<file path="config.mk">
export PLATFORM = sky130hd
export DESIGN_NAME = mul_datapath_flat
export DESIGN_NICKNAME = d
export VERILOG_FILES = /design/src/rtl/mul_datapath_if.sv /design/src/rtl/mul_datapath.sv /design/src/flat_wrapper.sv
export SDC_FILE = /design/constraint.sdc
export NUM_CORES = 1
export LEC_CHECK = 0
export ABC_CLOCK_PERIOD_IN_PS = 3110
export BUFFER_PORTS_ARGS = -buffer_cell sky130_fd_sc_hd__buf_2
export CAP_MARGIN = 20
export CORE_MARGIN = 5
export CORE_UTILIZATION = 43
export CTS_CLUSTER_DIAMETER = 40
export DETAILED_ROUTE_END_ITERATION = 6
export PLACE_DENSITY_LB_ADDON = 0.1
export REMOVE_ABC_BUFFERS = 1
export SETUP_SLACK_MARGIN = 0.02
export SLEW_MARGIN = 0
export SYNTH_ARGS = -nofsm -noshare
export SYNTH_HDL_FRONTEND = slang
export SYNTH_SLANG_ARGS = --single-unit
</file>
<file path="constraint.sdc">
create_clock -name clk -period 3.11 [get_ports clk]
set_clock_uncertainty 0.05 [all_clocks]
set_input_delay 0.4665 -clock clk [delete_from_list [all_inputs] [get_ports clk]]
set_output_delay 0.4665 -clock clk [all_outputs]
set_load 0.02 [all_outputs]
</file>
<file path="src/rtl/mul_datapath_if.sv">
// Controller <-> datapath bundle for the repeated-addition multiplier.
// master: controller side (drives operand bus and control strobes, reads status).
// slave : datapath side (samples operand bus and strobes, returns eqz/product/ovf).
interface mul_datapath_if #(
   parameter int WIDTH  = 16,
   parameter int PWIDTH = 2 * WIDTH
);
   logic [WIDTH-1:0]  data_in;   // shared operand bus, A then B
   logic              ldA;       // load A from data_in
   logic              ldB;       // load B from data_in
   logic              ldP;       // accumulate P += A (gated by B != 0)
   logic              clrP;      // clear P and ovf
   logic              decB;      // decrement B (gated by B != 0)
   logic              eqz;       // B == 0
   logic [PWIDTH-1:0] product;   // current accumulator
   logic              ovf;       // sticky accumulation carry-out

   modport master (
      output data_in, ldA, ldB, ldP, clrP, decB,
      input  eqz, product, ovf
   );

   modport slave (
      input  data_in, ldA, ldB, ldP, clrP, decB,
      output eqz, product, ovf
   );
endinterface

</file>
<file path="src/rtl/mul_datapath.sv">
// Purpose: multiplier datapath -- A register, B down-counter, P accumulator with sticky ovf.
// Latency: registers update on the controlling edge; eqz/product/ovf reflect them 1 cycle later.
// Backpressure: none; controller sequences strobes and watches eqz. Ports: clk, rst, dp (slave).
module mul_datapath #(
   parameter int WIDTH  = 16,
   parameter int PWIDTH = 2 * WIDTH
) (
   input  logic           clk,
   input  logic           rst,
   mul_datapath_if.slave  dp
);

   generate
      if (PWIDTH < WIDTH) begin : g_bad_width
         $error("mul_datapath: PWIDTH must be >= WIDTH");
      end
   endgenerate

   logic [WIDTH-1:0]  a_q, a_d;
   logic [WIDTH-1:0]  b_q, b_d;
   logic [PWIDTH-1:0] p_q, p_d;
   logic              ovf_q, ovf_d;
   logic              b_nz;
   logic [PWIDTH:0]   sum;

   // Both ldP and decB are gated on the pre-edge B so a controller that keeps
   // strobing while it waits for eqz cannot over-accumulate or wrap B.
   assign b_nz = |b_q;
   assign sum  = {1'b0, p_q} + (PWIDTH+1)'(a_q);

   always_comb begin
      a_d   = a_q;
      b_d   = b_q;
      p_d   = p_q;
      ovf_d = ovf_q;

      if (dp.ldA) begin
         a_d = dp.data_in;
      end

      if (dp.ldB) begin
         b_d = dp.data_in;
      end else if (dp.decB && b_nz) begin
         b_d = b_q - WIDTH'(1);
      end

      if (dp.clrP) begin
         p_d   = '0;
         ovf_d = 1'b0;
      end else if (dp.ldP && b_nz) begin
         p_d   = sum[PWIDTH-1:0];
         ovf_d = ovf_q | sum[PWIDTH];
      end
   end

   always_ff @(posedge clk or posedge rst) begin
      if (rst) begin
         a_q   <= '0;
         b_q   <= '0;
         p_q   <= '0;
         ovf_q <= 1'b0;
      end else begin
         a_q   <= a_d;
         b_q   <= b_d;
         p_q   <= p_d;
         ovf_q <= ovf_d;
      end
   end

   assign dp.eqz     = ~b_nz;
   assign dp.product = p_q;
   assign dp.ovf     = ovf_q;

endmodule

</file>
<file path="src/flat_wrapper.sv">
// flat-port wrapper written by rule: the top's interface ports become plain ports
module mul_datapath_flat 
#(
   parameter int WIDTH  = 16,
   parameter int PWIDTH = 2 * WIDTH
)
  (clk, rst, dp_data_in, dp_ldA, dp_ldB, dp_ldP, dp_clrP, dp_decB, dp_eqz, dp_product, dp_ovf);
  mul_datapath_if #(.WIDTH(WIDTH), .PWIDTH(PWIDTH)) dp_i ();
  input  logic clk;
  input  logic rst;
  input wire logic [$bits(dp_i.data_in)-1:0] dp_data_in;
  input wire logic [$bits(dp_i.ldA)-1:0] dp_ldA;
  input wire logic [$bits(dp_i.ldB)-1:0] dp_ldB;
  input wire logic [$bits(dp_i.ldP)-1:0] dp_ldP;
  input wire logic [$bits(dp_i.clrP)-1:0] dp_clrP;
  input wire logic [$bits(dp_i.decB)-1:0] dp_decB;
  output wire logic [$bits(dp_i.eqz)-1:0] dp_eqz;
  output wire logic [$bits(dp_i.product)-1:0] dp_product;
  output wire logic [$bits(dp_i.ovf)-1:0] dp_ovf;
  assign dp_i.data_in = dp_data_in;
  assign dp_i.ldA = dp_ldA;
  assign dp_i.ldB = dp_ldB;
  assign dp_i.ldP = dp_ldP;
  assign dp_i.clrP = dp_clrP;
  assign dp_i.decB = dp_decB;
  assign dp_eqz = dp_i.eqz;
  assign dp_product = dp_i.product;
  assign dp_ovf = dp_i.ovf;
  mul_datapath #(.WIDTH(WIDTH), .PWIDTH(PWIDTH)) u_core (.clk(clk), .rst(rst), .dp(dp_i));
endmodule
</file>
==> metrics.txt <==
DR iter-0 viols=around 130; Inserted Diodes=0; Worst-Skew Late Latency=0.34 ns; Placed Instances=574; Max-Slew Margin vs Limit=0.647; Fmax achieved=~350 MHz; final period utilization=0.918; Min Hold Slack=0.138 ns; P_int=1.51 mW; Max VDD drop=225 uV; full die area=10,900 um2; Die Ht=105 um; CTS Sinks=between 60 and 70; GR Layer Usage met1=0.244; global-route total usage across every layer=0.171; Slew Viols, Final=0; largest net degree at the start of global routing=66; Initial Util=0.441; Max-cap violations=0; Reg2Reg Depth=10; CTS tree=yes; Tightest Pin Transition=0.524 ns; # nets final=519; sequential area share after synthesis=0.423; CTS buffer count=9; met3 Track Usage GR=0.0388; Period minus WS final=2.86 ns; Crit path required time=~3.3 ns; yosys warns=0; count leader, synth=dfrtp_1; Die X=105 um; Net Sw Power=0.820 mW; antenna violations before repair=0; reg-to-reg setup timing slack=roughly 0.25 ns; CTS Hold Buffers Added=0; outcome=completed; share of the synthesized area in the top cell type=0.423; RePlAce Congestion=0.798; flops & latches, synth=65; synthesis-to-finish area growth=14.8%; hpwl dp=6.59 mm; vias=3,211; Max Buffers Root-to-Sink=2; Final Non-Filler Cells=590; Post-Syn Instances=approximately 420; critical path class=flop to flop; H-Tree Depth=3; HP Class=primary input to asynchronous set/reset pin; Worst Path Arrival=approximately 3.1 ns; R2R Path End=u_core.dp.product[20]$_DFFE_PP0P_; vias in the first global route=between 3k and 4k; share of layout cells above drive strength 1=0.216; Post-synth EDFFs=0; Worst Setup EP=u_core.dp.product[20]$_DFFE_PP0P_; DR pass1 iterations=5; PD cells=about 530 nW/um2; wire length per cell=~15 um; CTS root buf=clkbuf_8; Mapped Area=3850 um2; Avg Cell Area, Syn=9.12 um2; cell accounting for the most synthesized area=dfrtp_1; synth cell count leaders=dfrtp_1 (65), nand2_1 (59), a21oi_1 (35); global route overflow=0; first-pass GRT wire length=15.6 mm; GR Util met2=0.257; remaining antenna violation count=0; Worst-path clk slew=0.08 ns; RSZ-0062 raised after global routing=false; busiest grt layer=met2; Clock Power Share=0.284; ys async rst share=1.00; final hold violation count=0; drt drc=0; Vias/cell=5.44; top cells by area, synth=dfrtp_1 (42%), mux2_2 (6.1%), ha_1 (5.9%); Seq pwr share=0.432; sw frac=0.352; CP Launch Point=u_core.dp.product[0]$_DFFE_PP0P_; core footprint=8720 um2; Final TNS setup=0 ns; Leak=1.99 nW; Synth Flop Type=dfrtp_1; post_cts resized=0; I/O pins=57; post-synth cell types=45; Gate power share=0.284; r2r startpoint=u_core.dp.product[0]$_DFFE_PP0P_; critical-path maximum fanout=11; wirelength, routed=9.10 mm; CP Capture Type=flop; Final setup viols=0; post-CTS setup buffer count=0; FP Rows=34; critical path launch point type=flop; number of port buffers=between 50 and 60
==> layer usage <==
metal / share of wire / routed length [um]
met1: 0.50 / 4580
met2: 0.43 / 3930
met3: 0.052 / 473
met4: 0.012 / 112
met5: 0 / 0
==> state kept, by name (all words and copies together) (netlist names) <==
register           cells
u_core.a_q            16
u_core.b_q            16
u_core.dp.ovf          1
u_core.dp.product     32
==> layout make-up <==
type	count	area (um2)
Clock buffer	10	138
Sequential cell	65	1630
Multi-Input combinational cell	330	2110
Clock inverter	6	41.3
Tap cell	108	135
Fill cell	828	4300
Inverter	11	41.3
Timing Repair Buffer	60	323
==> cell usage in the layout, fill, tap and decap left out, types with 12 or more instances in the layout <==
cell / netlist / layout
buf_2: 2 / 56
xnor2_1: 16 / 16
ha_1: 18 / 18
nand3_1: 16 / 16
a21oi_1: 35 / 34
dfrtp_1: 65 / 65
mux2_2: 21 / 21
xor2_1: 12 / 12
nand2_1: 59 / 59
nor2_1: 30 / 30
o21ai_0: 34 / 34
==> power by group through the flow <==
| stage | registers (mW) | logic (mW) | clock network [mW] |
|---|---|---|---|
| finish | 1.01 | 0.661 | 0.662 |
| global route | 1.02 | 0.748 | 0.720 |
| CTS | 1.01 | 0.662 | 0.684 |
| detailed placement | 1.02 | 0.658 | 0 |
| global placement | 1.02 | 0.654 | 0 |
| floorplan | 1.05 | 0.435 | 0 |
==> worst max-delay path, stage by stage (launching register included) <==
cell	delay [ns]
dfrtp_1	0.37
ha_1	0.18
inv_1	0.06
fa_1	0.37
nand2b_1	0.20
a21oi_2	0.24
nor4b_4	0.07
o21ai_2	0.22
a41oi_2	0.31
or4_1	0.55
a21oi_1	0.15
==> worst min path at each step <==
stage               cells past startpoint  slack (ns)                           endpoint                      start
finish                                  3        0.14  u_core.dp.product[18]$_DFFE_PP0P_                        rst
global route                            3        0.18  u_core.dp.product[29]$_DFFE_PP0P_                        rst
CTS                                     3        0.15  u_core.dp.product[29]$_DFFE_PP0P_                        rst
detailed placement                      1        0.45          u_core.a_q[0]$_DFFE_PP0P_  u_core.a_q[0]$_DFFE_PP0P_
global placement                        1        0.44          u_core.a_q[0]$_DFFE_PP0P_  u_core.a_q[0]$_DFFE_PP0P_
floorplan                               1        0.43          u_core.a_q[0]$_DFFE_PP0P_  u_core.a_q[0]$_DFFE_PP0P_
==> stage by stage <==
step,setup WS (ns),instance area [um2],utilization,total power [mW]
2_1_floorplan,0.360,3780,-,1.48
3_3_place_gp,0.316,4240,0.486,1.67
3_5_place_dp,0.173,4240,0.486,1.68
4_1_cts,0.167,4410,0.506,2.35
5_1_grt,0.0725,4420,0.507,2.49
6_report,0.255,4420,0.507,2.33
==> cell families after synthesis <==
| logic type | count (synthesis) | synth area share |
|---|---|---|
| flip-flops | 65 | 0.423 |
| AND/OR/NAND/NOR | 171 | 0.224 |
| multiplexers | 21 | 0.0615 |
| XOR/XNOR | 28 | 0.0637 |
| AO/OA/AOI/OAI | 91 | 0.136 |
| buffers and inverters | 27 | 0.0289 |
| adder cells (fa/ha/maj) | 19 | 0.0637 |
Power figures use the tool's default switching activity.
